### config.mk
export PLATFORM = sky130hd
export DESIGN_NAME = switch_debounce_flat
export DESIGN_NICKNAME = d
export VERILOG_FILES = /design/src/rtl/switch_debounce_if.sv /design/src/rtl/switch_debounce.sv /design/src/flat_wrapper.sv
export SDC_FILE = /design/constraint.sdc
export NUM_CORES = 1
export LEC_CHECK = 0
export BUFFER_PORTS_ARGS = -buffer_cell sky130_fd_sc_hd__buf_4
export CORE_ASPECT_RATIO = 0.5
export CORE_MARGIN = 3
export CORE_UTILIZATION = 38
export CTS_CLUSTER_SIZE = 8
export DETAILED_ROUTE_END_ITERATION = 12
export GPL_TIMING_DRIVEN = 0
export PLACE_DENSITY = 0.57
export SYNTH_ARGS = -nofsm -noshare
export SYNTH_HDL_FRONTEND = slang
export SYNTH_SLANG_ARGS = --single-unit
### constraint.sdc
create_clock -name i_clk -period 3.93 [get_ports i_clk]
set_clock_uncertainty 0.15 [all_clocks]
set_input_delay 0.786 -clock i_clk [delete_from_list [all_inputs] [get_ports i_clk]]
set_output_delay 0.786 -clock i_clk [all_outputs]
set_load 0.05 [all_outputs]
### src/rtl/switch_debounce_if.sv
// Switch conditioner signal bundle: raw pin toward the debouncer, clean level and strobes back.
// The o_glitch_cnt member exists only when SWITCH_DEBOUNCE_GLITCH_CNT_EN is defined.
interface switch_debounce_if #(
  parameter int GLITCH_WIDTH = 8
);
  logic i_sw;
  logic o_sw;
  logic o_rise;
  logic o_fall;
  logic o_busy;
`ifdef SWITCH_DEBOUNCE_GLITCH_CNT_EN
  logic [GLITCH_WIDTH-1:0] o_glitch_cnt;

  modport master (output i_sw, input o_sw, input o_rise, input o_fall, input o_busy, input o_glitch_cnt);
  modport slave  (input i_sw, output o_sw, output o_rise, output o_fall, output o_busy, output o_glitch_cnt);
`else
  modport master (output i_sw, input o_sw, input o_rise, input o_fall, input o_busy);
  modport slave  (input i_sw, output o_sw, output o_rise, output o_fall, output o_busy);
`endif
endinterface

### src/rtl/switch_debounce.sv
// Synchronises a bouncing switch pin and qualifies each change over DEBOUNCE_CYCLES stable cycles.
// Optional rejected-bounce counter enabled by SWITCH_DEBOUNCE_GLITCH_CNT_EN.
module switch_debounce #(
  parameter int SYNC_STAGES     = 2,
  parameter int DEBOUNCE_CYCLES = 120000,
  parameter int GLITCH_WIDTH    = 8
) (
  input  logic              i_clk,
  input  logic              i_rst_n,
  switch_debounce_if.slave  bus
);

  localparam int CNT_WIDTH = $clog2(DEBOUNCE_CYCLES + 1);
  localparam logic [CNT_WIDTH-1:0] CNT_LAST = CNT_WIDTH'(DEBOUNCE_CYCLES - 1);

  typedef enum logic [1:0] {
    LOW    = 2'd0,
    CHK_HI = 2'd1,
    HIGH   = 2'd2,
    CHK_LO = 2'd3
  } state_t;

  state_t                 state_r;
  state_t                 state_s;
  logic [SYNC_STAGES-1:0] sync_r;
  logic                   s;
  logic [CNT_WIDTH-1:0]   cnt_r;
  logic [CNT_WIDTH-1:0]   cnt_s;
  logic                   reject_s;
  logic                   level_s;
  logic                   busy_s;
  logic                   sw_r;
  logic                   rise_r;
  logic                   fall_r;
  logic                   busy_r;

  // Synchroniser chain; only its last flop is visible to the FSM.
  always_ff @(posedge i_clk or negedge i_rst_n) begin
    if (!i_rst_n) begin
      sync_r <= '0;
    end else begin
      sync_r <= {sync_r[SYNC_STAGES-2:0], bus.i_sw};
    end
  end

  assign s = sync_r[SYNC_STAGES-1];

  // FSM state and stability counter registers.
  always_ff @(posedge i_clk or negedge i_rst_n) begin
    if (!i_rst_n) begin
      state_r <= LOW;
      cnt_r   <= '0;
    end else begin
      state_r <= state_s;
      cnt_r   <= cnt_s;
    end
  end

  // Next state: any reversal during a check abandons it, otherwise count to the limit.
  always_comb begin
    state_s  = state_r;
    cnt_s    = cnt_r;
    reject_s = 1'b0;
    case (state_r)
      LOW: begin
        if (s) begin
          state_s = CHK_HI;
          cnt_s   = '0;
        end else begin
          state_s = LOW;
        end
      end
      CHK_HI: begin
        if (!s) begin
          state_s  = LOW;
          reject_s = 1'b1;
        end else if (cnt_r == CNT_LAST) begin
          state_s = HIGH;
        end else begin
          cnt_s = cnt_r + CNT_WIDTH'(1);
        end
      end
      HIGH: begin
        if (!s) begin
          state_s = CHK_LO;
          cnt_s   = '0;
        end else begin
          state_s = HIGH;
        end
      end
      CHK_LO: begin
        if (s) begin
          state_s  = HIGH;
          reject_s = 1'b1;
        end else if (cnt_r == CNT_LAST) begin
          state_s = LOW;
        end else begin
          cnt_s = cnt_r + CNT_WIDTH'(1);
        end
      end
      default: begin
        state_s = LOW;
        cnt_s   = '0;
      end
    endcase
  end

  // The accepted level is high in HIGH and while a fall is still being qualified.
  assign level_s = (state_r == HIGH) || (state_r == CHK_LO);
  assign busy_s  = (state_r == CHK_HI) || (state_r == CHK_LO);

  // Registered outputs; strobes come from comparing the new level with the held one.
  always_ff @(posedge i_clk or negedge i_rst_n) begin
    if (!i_rst_n) begin
      sw_r   <= 1'b0;
      rise_r <= 1'b0;
      fall_r <= 1'b0;
      busy_r <= 1'b0;
    end else begin
      sw_r   <= level_s;
      rise_r <= level_s & ~sw_r;
      fall_r <= ~level_s & sw_r;
      busy_r <= busy_s;
    end
  end

  assign bus.o_sw   = sw_r;
  assign bus.o_rise = rise_r;
  assign bus.o_fall = fall_r;
  assign bus.o_busy = busy_r;

`ifdef SWITCH_DEBOUNCE_GLITCH_CNT_EN
  logic [GLITCH_WIDTH-1:0] glitch_r;

  // Saturating count of abandoned qualifications.
  always_ff @(posedge i_clk or negedge i_rst_n) begin
    if (!i_rst_n) begin
      glitch_r <= '0;
    end else if (reject_s && (glitch_r != {GLITCH_WIDTH{1'b1}})) begin
      glitch_r <= glitch_r + GLITCH_WIDTH'(1);
    end else begin
      glitch_r <= glitch_r;
    end
  end

  assign bus.o_glitch_cnt = glitch_r;
`endif

endmodule
### src/flat_wrapper.sv
// flat-port wrapper written by rule: the top's interface ports become plain ports
module switch_debounce_flat 
#(
  parameter int SYNC_STAGES     = 2,
  parameter int DEBOUNCE_CYCLES = 120000,
  parameter int GLITCH_WIDTH    = 8
)
  (i_clk, i_rst_n, bus_i_sw, bus_o_sw, bus_o_rise, bus_o_fall, bus_o_busy);
  switch_debounce_if #(.GLITCH_WIDTH(GLITCH_WIDTH)) bus_i ();
  input  logic i_clk;
  input  logic i_rst_n;
  input wire logic [$bits(bus_i.i_sw)-1:0] bus_i_sw;
  output wire logic [$bits(bus_i.o_sw)-1:0] bus_o_sw;
  output wire logic [$bits(bus_i.o_rise)-1:0] bus_o_rise;
  output wire logic [$bits(bus_i.o_fall)-1:0] bus_o_fall;
  output wire logic [$bits(bus_i.o_busy)-1:0] bus_o_busy;
  assign bus_i.i_sw = bus_i_sw;
  assign bus_o_sw = bus_i.o_sw;
  assign bus_o_rise = bus_i.o_rise;
  assign bus_o_fall = bus_i.o_fall;
  assign bus_o_busy = bus_i.o_busy;
  switch_debounce #(.SYNC_STAGES(SYNC_STAGES), .DEBOUNCE_CYCLES(DEBOUNCE_CYCLES), .GLITCH_WIDTH(GLITCH_WIDTH)) u_core (.i_clk(i_clk), .i_rst_n(i_rst_n), .bus(bus_i));
endmodule
# After elaboration in Yosys (flattened, before gate mapping)
# Index checks and enable logic that the tools add are counted.
classes:
  bitwise_logic: 4
  n_eq_ne: 10
  n_addsub: 1
  n_reduce_logical: 5
  muxes: 13
op_table:
  columns: ["op", "count"]
  rows:
  - ["$mux 17", 5]
  - ["$pmux 17 s4", 1]
  - ["$add 17x1->17 const B", 1]
  - ["$eq 17x17->1 const B", 1]
  - ["$mux 2", 4]
  - ["$pmux 2 s4", 1]
  - ["$eq 2x2->1 const B", 2]
  - ["$ne 2x1->1 const B", 2]
  - ["$ne 2x2->1 const B", 2]
  - ["$reduce_and 4->1", 1]
  - ["$ne 3x1->1 const B", 1]
  - ["$ne 3x3->1 const B", 1]
  - ["$and 1x1->1", 2]
  - ["$eq 2x1->1 const B", 1]
  - ["$logic_not 2->1", 1]
  - ["$logic_or 1x1->1", 2]
  - ["$mux 1", 2]
  - ["$not 1->1", 2]
  - ["$reduce_and 2->1", 1]
word_totals:
  elab_cells: 40
  regBits: 25
  output_inout_bits: 4

# Logic depth before layout (Yosys ltp)
logic_depth:
  word_depth: 4
  depth_mapped: 6

# Worst setup path after synthesis
# No wires, ideal clock.
synth_path:
  path_type: "reg2reg"
  from: "reg u_core.cnt_r[0]"
  to: "reg u_core.cnt_r[0]"
  setup_slack_ps: 2014
  path_stages_with_launch: 7
  arrival_ps: 1641
  period_less_slack_ps: 1916
  n_path_buf: 0
  setup_time_ps: 125
  path_cell_list: "dfrtp_1 ha_1 nand4_4 or3_4 o21ai_4 inv_2 mux2_4"
synth_between:
  elab_chain_cells: 4
  word_cells_on_any_way: 6
  classes_between: "add/sub: 1; eq/ne: 1; mux: 4"
synth_rtl:
  columns: ["item", "line", "text"]
  rows:
  - ["start, declared", "switch_debounce.sv:27", "logic [CNT_WIDTH-1:0] cnt_r;"]
  - ["start signal, assigned", "switch_debounce.sv:55", "cnt_r <= cnt_s;"]
  - ["$add 17x1->17 / $eq 17x17->1 (equally long branches)", null, null]
  - ["$mux 17 (*)", "switch_debounce.sv:77, switch_debounce.sv:95", null]
  - ["$mux 17, on equally long branches", "switch_debounce.sv:92, switch_debounce.sv:74", null]
  - ["$pmux 17 s4 (*)", "switch_debounce.sv:64", "case (state_r)"]
# Every way passes the cells marked *; elsewhere a longest branch is shown, timed or not. The select of a mux whose other input is x is not followed.
# A chain may end at the register's enable or synchronous reset.

# Final worst setup path
# Ends and elaborated chain as after synthesis.

==> results.json <==
{
  "min_from": "u_core.sync_r[0]",
  "num_rows": 15,
  "cts_buffers": 3,
  "nNetsFinal": 151,
  "ys_ff_latch": 25,
  "holdCritPathClass": "flop to flop",
  "clkTransAtPathRegs_ns": 0.10,
  "wl_per_cell_um": 15.2,
  "max_cap_violations": 0,
  "p_switching_uw": 144,
  "pwr-share-seq_pct": 56.5,
  "clk_latency_ns": 0.28,
  "worst_hold_path.num_cells": 0,
  "synth.largest_area_cell": "dfrtp_1",
  "synth_area_per_cell_um2": 10.6,
  "die_h_um": 49.6,
  "first_iter_violations": 79,
  "worstMarginPinSlew_ns": 0.597,
  "period_minus_slack_ns": 2.10,
  "pin_count": 7,
  "leakagePower_uw": 0.000675,
  "synth_compound_area_share_pct": 15.5,
  "p_clk_share_pct": 31.4,
  "grtUsageTotal_pct": 15.2,
  "synth_commonest_cells": "dfrtp_1, nand2_1, nand3_1",
  "reg2reg_depth": 6,
  "gp_routability_congestion": 0.881,
  "fp.dieW_um": 93.1,
  "ir_drop_mv": 0.110,
  "required_ns": 3.94,
  "antenna_found_initial": 0,
  "synth_adder_area_share_pct": 0.868,
  "finalCritPeriodShare_pct": 53.4,
  "dpl.cell_count": 193,
  "dr.pass1.iters": 4,
  "crit_path_max_incr_delay_ns": 0.42,
  "min_to": "u_core.sync_r[1]",
  "grt_start_max_net_pins": 26,
  "layout-drive-gt1-share_pct": 21.2,
  "crit_type": "flop to flop",
  "synth_area_mm2": 0.00144,
  "synth_top_family_by_area": "simple AND/OR/NAND/NOR gates",
  "h-tree-depth": 1,
  "drc": 0,
  "yosysWarnings": 0,
  "reg2reg_from": "u_core.cnt_r[0]",
  "yosysMostFrequentCell": "dfrtp_1",
  "start_kind": "flop",
  "slew_viol_final": 0,
  "netlist.area_leader.share_pct": 43.4,
  "cts_tree": "yes",
  "intPower_uw": 371,
  "comb_power_share_pct": 12.1,
  "fmax_mhz": 476,
  "setup.worst_path.end_class": "flop",
  "finalHoldViolCount": 0,
  "postRouteAntennaNets": 0,
  "rr_endpoint": "u_core.cnt_r[0]",
  "cp_max_fo": 7,
  "setup_viol": 0,
  "clockBufferDepth": 2,
  "fin_util_pct": 45.3,
  "synth_edf_count": 0,
  "critPathArrivalTime_ns": 2.11,
  "grt_pass1_vias": 1092,
  "diodes": 0,
  "syn_nets": 140,
  "yosysUniqueCellTypes": 49,
  "crit_path_top_delay_cell": "or3_4",
  "areaGrowthSynthToFinish_pct": 10.9,
  "synth_xor_area_share_pct": 1.74,
  "grt_pass1_wl_um": 5540,
  "switching_share_pct": 27.9,
  "dieArea_mm2": 0.00461,
  "status": "completed",
  "postSynthCellCount": 136,
  "port_buffers": 6,
  "yosys-top-cells-area": "dfrtp_1, nand2_1, a22o_1",
  "gr-total-overflow": 0,
  "cts_sinks": 25,
  "drt-total-wl_um": 2990,
  "initial_utilization_pct": 40.9,
  "synth_simple_gate_area_share_pct": 26.6,
  "path_cells": "ha_1 > nand4_4 > or3_4 > o21ai_4 > inv_2 > mux2_4",
  "tns_ns": 0,
  "rsz0062_at_grt": "false",
  "dpl.hpwl_um": 2140,
  "yosys_most_used_dff": "dfrtp_1",
  "seq_area_frac_synth_pct": 43.4,
  "synthMuxAreaShare_pct": 4.77,
  "dr_total_vias": 1083,
  "vias_per_cell": 5.50,
  "r2r_slack_ns": 1.83,
  "cts_hold_buf": 0,
  "cts_root_buf": "clkbuf_8",
  "finalNonFillerCells": 197,
  "p_per_area_mw_per_mm2": 322,
  "synth-async-reset-ratio_pct": 100,
  "post-cts-setup-buffers": 0,
  "ctsResizeCount": 0,
  "coreArea_mm2": 0.00353,
  "slew_headroom_pct": 60.2
}
## power groups by stage
| stage | registers, uW | clock network (uW) | logic (uW) |
|---|---|---|---|
| finish | 291 | 162 | 62.3 |
| global route | 294 | 179 | 71.4 |
| CTS | 291 | 168 | 63.8 |
| detailed placement | 296 | 0 | 63.1 |
| global placement | 295 | 0 | 61.4 |
| floorplan | 293 | 0 | 44.0 |
## layer usage
| metal | GRT usage (%) | vias to the layer above | routed length (um) |
|---|---|---|---|
| met4 | 2.92 | 0 | 0 |
| met2 | 21.1 | 26 | 1270 |
| li1 | - | 533 | - |
| met5 | 0 | - | 0 |
| met3 | 5.34 | 0 | 131 |
| met1 | 22.8 | 524 | 1590 |
## worst max-delay path: cells and delay by family, from the launching register on
family | cells | cell delay, ns
adder cells (fa/ha/maj) | 1 | 0.28
AO/OA/AOI/OAI | 1 | 0.18
multiplexers | 1 | 0.29
buffers and inverters | 1 | 0.08
flip-flops | 1 | 0.41
AND/OR/NAND/NOR | 2 | 0.59
## sequential cells by signal, indices dropped and copies added (netlist names), named ones only
register and cells:
u_core.state_r 1, u_core.sync_r 2, u_core.bus.o_sw 1, u_core.bus.o_fall 1
u_core.cnt_r 17, u_core.bus.o_busy 1, u_core.bus.o_rise 1
## cells in the final DEF (no fill, tap or decap), types with 2 or more instances in the layout
cell type and n:
and3_2 2, and2_1 2, nand4b_1 2, nand3_1 8, buf_6 2, nor2b_1 2, a221o_1 2, nand3b_1 5
nand2_1 12, a31oi_1 2, mux2i_1 2, clkbuf_1 5, dfrtp_1 25, buf_4 8, clkbuf_8 3, inv_1 3
nand2b_1 2, o21ai_0 4, o211ai_1 4, nor4_1 5, nand4_1 5, mux2_2 3, a22o_1 5, nor3_1 2
nor2_1 4, o311ai_0 2
## through the flow
step | hold slack [ns] | setup WS (ns) | total power, uW | area, um2
after floorplan | 0.181 | 2.01 | 337 | 1440
after global placement | 0.183 | 1.86 | 357 | 1550
after detailed placement | 0.186 | 1.83 | 359 | 1550
after CTS | 0.209 | 1.82 | 523 | 1600
after global routing | 0.220 | 1.66 | 545 | 1600
final | 0.209 | 1.83 | 515 | 1600
## area by class of cell
type | instances | area (um2)
flip-flops and latches | 25 | 626
multi-input cells | 97 | 712
clock inverters | 1 | 7.51
clock buffers | 3 | 41.3
plain buffers | 10 | 88.8
fillers | 352 | 1930
inverters | 4 | 15.0
repair buffers | 6 | 45.0
well taps | 51 | 63.8
## kinds of logic (layout without fill, tap and decap cells)
kind of cell | count (synthesis) | after routing
and+or+nand+nor | 61 | 61
AOI/OAI and AO/OA | 27 | 27
DFF | 25 | 25
buffers and inverters | 14 | 24
muxes | 6 | 6
xor gates and xnor gates | 2 | 2
adders and majority gates | 1 | 1
## worst max path at each step
stage | endpoint | startpoint
3_5_place_dp | u_core.cnt_r[0] | u_core.cnt_r[0]
4_1_cts | u_core.cnt_r[0] | u_core.cnt_r[0]
2_1_floorplan | u_core.cnt_r[0] | u_core.cnt_r[0]
3_3_place_gp | u_core.cnt_r[0] | u_core.cnt_r[0]
6_report | u_core.cnt_r[0] | u_core.cnt_r[0]
5_1_grt | u_core.cnt_r[13] | u_core.state_r[0]
Power figures use the tool's default switching activity.
